`config.mk`:
```
export PLATFORM = sky130hd
export DESIGN_NAME = pio_edge_irq
export DESIGN_NICKNAME = d
export VERILOG_FILES = /design/src/rtl/pio_edge_irq.sv
export SDC_FILE = /design/constraint.sdc
export NUM_CORES = 1
export LEC_CHECK = 0
export CAP_MARGIN = 15
export CORE_MARGIN = 8
export CORE_UTILIZATION = 60
export CTS_CLUSTER_SIZE = 14
export DETAILED_ROUTE_END_ITERATION = 12
export HOLD_SLACK_MARGIN = 0.05
export PLACE_DENSITY = 0.79
export SETUP_SLACK_MARGIN = 0.1
export SYNTH_ARGS = -nofsm -noshare
export SYNTH_HDL_FRONTEND = slang
export SYNTH_SLANG_ARGS = --single-unit
```
`constraint.sdc`:
```
create_clock -name clk -period 3.3 [get_ports clk]
set_input_delay 0.66 -clock clk [delete_from_list [all_inputs] [get_ports clk]]
set_output_delay 0.66 -clock clk [all_outputs]
set_load 0.01 [all_outputs]
```
`src/rtl/pio_edge_irq.sv`:
```
// Input-conditioning and interrupt companion for the PIO: two-flop sync, per-pin debounce,
// edge detection into a write-1-to-clear capture register, Avalon-MM slave and level irq.
module pio_edge_irq #(
  parameter int WIDTH           = 32,
  parameter int DEBOUNCE_CYCLES = 16
) (
  input  logic             clk,
  input  logic             reset_n,
  input  logic [2:0]       address,
  input  logic             chipselect,
  input  logic             write_n,
  input  logic [31:0]      writedata,
  output logic [31:0]      readdata,
  input  logic [WIDTH-1:0] pins_in,
  output logic [WIDTH-1:0] filtered_out,
  output logic             irq
);

  localparam logic [2:0] ADDR_DATA = 3'd0;
  localparam logic [2:0] ADDR_RISE = 3'd1;
  localparam logic [2:0] ADDR_FALL = 3'd2;
  localparam logic [2:0] ADDR_MASK = 3'd3;
  localparam logic [2:0] ADDR_CAP  = 3'd4;

  logic [WIDTH-1:0] sync1;
  logic [WIDTH-1:0] sync2;
  logic [WIDTH-1:0] filt;
  logic [WIDTH-1:0] filt_d;
  logic [WIDTH-1:0] rise_en;
  logic [WIDTH-1:0] fall_en;
  logic [WIDTH-1:0] irq_mask;
  logic [WIDTH-1:0] capture;
  logic [WIDTH-1:0] wdata;
  logic [WIDTH-1:0] rise;
  logic [WIDTH-1:0] fall;
  logic [WIDTH-1:0] set;
  logic [WIDTH-1:0] clr;
  logic             wr;
  logic [31:0]      rd_mux;

  // pins_in is asynchronous to clk; sync1 is the only flop allowed to go metastable.
  always_ff @(posedge clk or negedge reset_n) begin
    if (!reset_n) begin
      sync1 <= '0;
      sync2 <= '0;
    end else begin
      sync1 <= pins_in;
      sync2 <= sync1;
    end
  end

  generate
    if (DEBOUNCE_CYCLES == 0) begin : g_nodeb
      for (genvar gi = 0; gi < WIDTH; gi++) begin : g_bit
        logic filt_bit;
        always_ff @(posedge clk or negedge reset_n) begin
          if (!reset_n) begin
            filt_bit <= 1'b0;
          end else begin
            filt_bit <= sync2[gi];
          end
        end
        assign filt[gi] = filt_bit;
      end
    end else begin : g_deb
      localparam int CW = $clog2(DEBOUNCE_CYCLES + 1);
      localparam logic [CW-1:0] CNT_LAST = CW'(DEBOUNCE_CYCLES - 1);
      for (genvar gi = 0; gi < WIDTH; gi++) begin : g_bit
        logic          filt_bit;
        logic [CW-1:0] cnt;
        // cnt counts consecutive cycles of disagreement; any agreement restarts it.
        always_ff @(posedge clk or negedge reset_n) begin
          if (!reset_n) begin
            filt_bit <= 1'b0;
            cnt      <= '0;
          end else if (sync2[gi] == filt_bit) begin
            cnt <= '0;
          end else if (cnt == CNT_LAST) begin
            filt_bit <= sync2[gi];
            cnt      <= '0;
          end else begin
            cnt <= cnt + 1'b1;
          end
        end
        assign filt[gi] = filt_bit;
      end
    end
  endgenerate

  always_ff @(posedge clk or negedge reset_n) begin
    if (!reset_n) begin
      filt_d <= '0;
    end else begin
      filt_d <= filt;
    end
  end

  assign wr    = chipselect & ~write_n;
  assign wdata = writedata[WIDTH-1:0];
  assign rise  = filt & ~filt_d;
  assign fall  = ~filt & filt_d;
  assign set   = (rise & rise_en) | (fall & fall_en);
  assign clr   = (wr && address == ADDR_CAP) ? wdata : '0;

  // A new edge on a bit being cleared in the same cycle keeps the bit set.
  always_ff @(posedge clk or negedge reset_n) begin
    if (!reset_n) begin
      rise_en  <= '0;
      fall_en  <= '0;
      irq_mask <= '0;
      capture  <= '0;
    end else begin
      capture <= (capture & ~clr) | set;
      if (wr) begin
        case (address)
          ADDR_RISE: rise_en  <= wdata;
          ADDR_FALL: fall_en  <= wdata;
          ADDR_MASK: irq_mask <= wdata;
          default:   ;
        endcase
      end
    end
  end

  always_comb begin
    rd_mux = '0;
    case (address)
      ADDR_DATA: rd_mux = 32'(filt);
      ADDR_RISE: rd_mux = 32'(rise_en);
      ADDR_FALL: rd_mux = 32'(fall_en);
      ADDR_MASK: rd_mux = 32'(irq_mask);
      ADDR_CAP:  rd_mux = 32'(capture);
      default:   rd_mux = '0;
    endcase
  end

  always_ff @(posedge clk or negedge reset_n) begin
    if (!reset_n) begin
      readdata <= '0;
    end else begin
      readdata <= rd_mux;
    end
  end

  assign filtered_out = filt;
  assign irq          = |(capture & irq_mask);

endmodule

```
==> results.cfg <==
[run_status]
status = complete, no violations

[die]
die_height_um = 189
start_util_pct = 60.6
io_pins = 136
placementRows = 63
die_x_um = 189
core_area_mm2 = 0.0295
die-area_mm2 = 0.0356

[pwr]
peakVddDrop_uv = 522
leakage_nw = 10.3
finalPower_mw = 12.5
powerDensity_mw_per_mm2 = 593

[placed_design]
place_congestion = 0.806
placed_cells = 1837
dpl_worst_slack_ns = 0.575
port_buffers = 135
dp_hpwl_mm = 23.9

[sta]
fin_crit_ns = 3.11
fin_tns_setup_ns = 0
finClkSkew_ns = 0.0167
setup_viol = 0
fin_ws_ns = 0.192
finalCritPeriodShare_pct = 94.2
hold_viol = 0
rsz0062_at_grt = false
slew_violations = 0
slew_headroom_pct = 59.1
max_freq_ghz = 0.322
tightest_slew_ns = 0.612

[finish]
drive_gt1_share_pct = 13.4
num-nets-final = 1597
syn_to_final_growth_pct = 17.8
finalNonFillerCells = 1918
n_fill_cell = 1972
seq_area_mm2 = 0.0112
multi_input_area_mm2 = 0.00622

[cts]
cts_hold_repair.buffers = 0
clk_latency_ns = 0.54
clockBufferDepth = 3
root_buffer = clkbuf_16
path_clk_slew_ns = 0.06
cts_resized = 0
h-tree-depth = 2
cts_tree = yes
cts.sinks = 448
cts_buffers = 45
cts_setup_buffers = 0

[route]
viasPerCell = 5.72
drc = 0
ant_nets = 0
drt-total-wl_mm = 36.9
vias = 11000
wl_per_cell_um = 19.3
drtPass1Iterations = 5
drt_iter0_drc = 681

[flow_run]
maxCapViolations = 0

[setup_path]
endpoint = irq
r2r_slack_ns = 1.93
cp_max_fo = 3
crit_path_start = capture[15]
end_kind = output port
reg2reg_to = g_deb.g_bit[20].filt_bit
arrival_ns = 2.45
required_ns = 2.64
path_class = register to output port
reg2regPathDepth = 4
crit_path_start_kind = register
r2r-start = g_deb.g_bit[20].cnt[0]

[global_routing]
grt_usage_pct = 21.3
grt_pass1_vias = 11600
grt_antenna_before_repair = 3
grt_pass1_wl_mm = 61.3
grt_max_degree = 98
grt_overflow = 0

[min_path]
hold_path.class = input port to asynchronous set/reset pin

[synthesis]
ys_types = 35
syn-cell-area_mm2 = 0.0179
ys_warn_count = 0
ys_seq_area_share_pct = 62.7
avgSynthCellArea_um2 = 13.2
syn_nets = 1460
synth_cells = 1357
synth_seq_cells = 448
-- cells in the mapped netlist, drive strengths merged --
cell,instances,area share [%]
or4,1,0.042
mux2i,30,1.7
nor2,108,2.3
mux2,128,8.1
dfrtp,448,63
nor2b,1,0.035
and2,52,1.8
clkbuf,9,0.19
nor3b,3,0.25
a21o,32,1.3
xor2,96,4.7
and3,32,1.1
o21ai,62,1.7
ha,32,2.2
inv,14,0.29
nand3,96,2.7
mux4,2,0.25
nor3,1,0.028
nand2b,1,0.077
buf,57,2.2
nand2,37,0.79
o32ai,2,0.098
nand4b,1,0.049
nand4,4,0.14
a221o,30,1.7
nand3b,30,1.3
o2bb2ai,30,1.5
a22oi,16,0.67
o22ai,2,0.070
-- routing by layer --
layer / wire, um / share of wire [%] / track usage [%] / up-vias
li1: - / - / - / 5019
met1: 15700 / 43 / 27.8 / 5616
met2: 17900 / 48 / 34.9 / 248
met3: 2080 / 5.6 / 4.36 / 78
met4: 1210 / 3.3 / 7.76 / 4
met5: 22 / 0.060 / 0 / -
-- worst min-delay path by stage --
stage	start	cells past startpoint	slack, ns	to
floorplan	sync1[0]	0	0.33	sync2[0]
global placement	sync1[22]	0	0.33	sync2[22]
detailed placement	sync1[1]	0	0.34	sync2[1]
CTS	reset_n	1	0.11	g_deb.g_bit[7].cnt[2]
global route	reset_n	1	0.13	g_deb.g_bit[0].filt_bit
finish	reset_n	1	0.09	g_deb.g_bit[0].cnt[2]
-- sequential cells by signal, indices dropped and copies added, names as in the netlist --
signal / count
irq_mask: 32
g_deb.g_bit.cnt: 160
readdata: 32
rise_en: 32
sync1: 32
sync2: 32
capture: 32
g_deb.g_bit.filt_bit: 32
filt_d: 32
fall_en: 32
-- power breakdown --
group / switching [mW] / internal, mW
Clock: 2.04 / 3.08
Combinational: 0.481 / 0.563
Sequential: 0.352 / 5.96
-- stage by stage --
stage	hold slack [ns]	area [um2]	util, %
6_report	0.0945	21100	71.4
5_1_grt	0.129	21100	71.4
4_1_cts	0.112	21000	71.4
3_5_place_dp	0.336	19500	66.2
3_3_place_gp	0.332	19500	66.2
2_1_floorplan	0.331	17900	-
-- worst max-delay path: stages (launching register included) --
cell	delay, ns
dfrtp_1	0.40
a22oi_1	0.28
nand4_1	0.13
or4_1	0.59
clkdlybuf4s50_1	0.52
-- layout make-up --
class / instances / area share [%]
Sequential cell: 448 / 53.2
Multi-Input combinational cell: 829 / 29.6
Tap cell: 390 / 2.32
Clock buffer: 67 / 6.46
Timing Repair Buffer: 156 / 7.46
Clock inverter: 13 / 0.695
Inverter: 14 / 0.250
Antenna cell: 1 / 0.0119
-- cell usage in the layout (no fill, tap or decap), types with 32 or more instances in the layout --
master / count
dfrtp_1: 448
xor2_1: 96
clkdlybuf4s50_1: 133
nand2_1: 36
mux2_2: 98
nand3_1: 96
and3_1: 32
a21o_1: 32
ha_1: 32
nor2_1: 108
o21ai_0: 62
clkbuf_16: 47
and2_1: 52
-- cells by family (layout without fill, tap and decap cells) --
family	count (synthesis)	count (layout)	share of synthesized area, %
compound gates	174	174	7.07
xor+xnor	96	96	4.71
fa+ha+maj	32	32	2.24
buf+inv	80	250	2.68
flops	448	448	62.7
mux	160	160	10.0
other cells	0	1	0
simple gates	367	367	10.6
(Power assumes the default switching activity.)
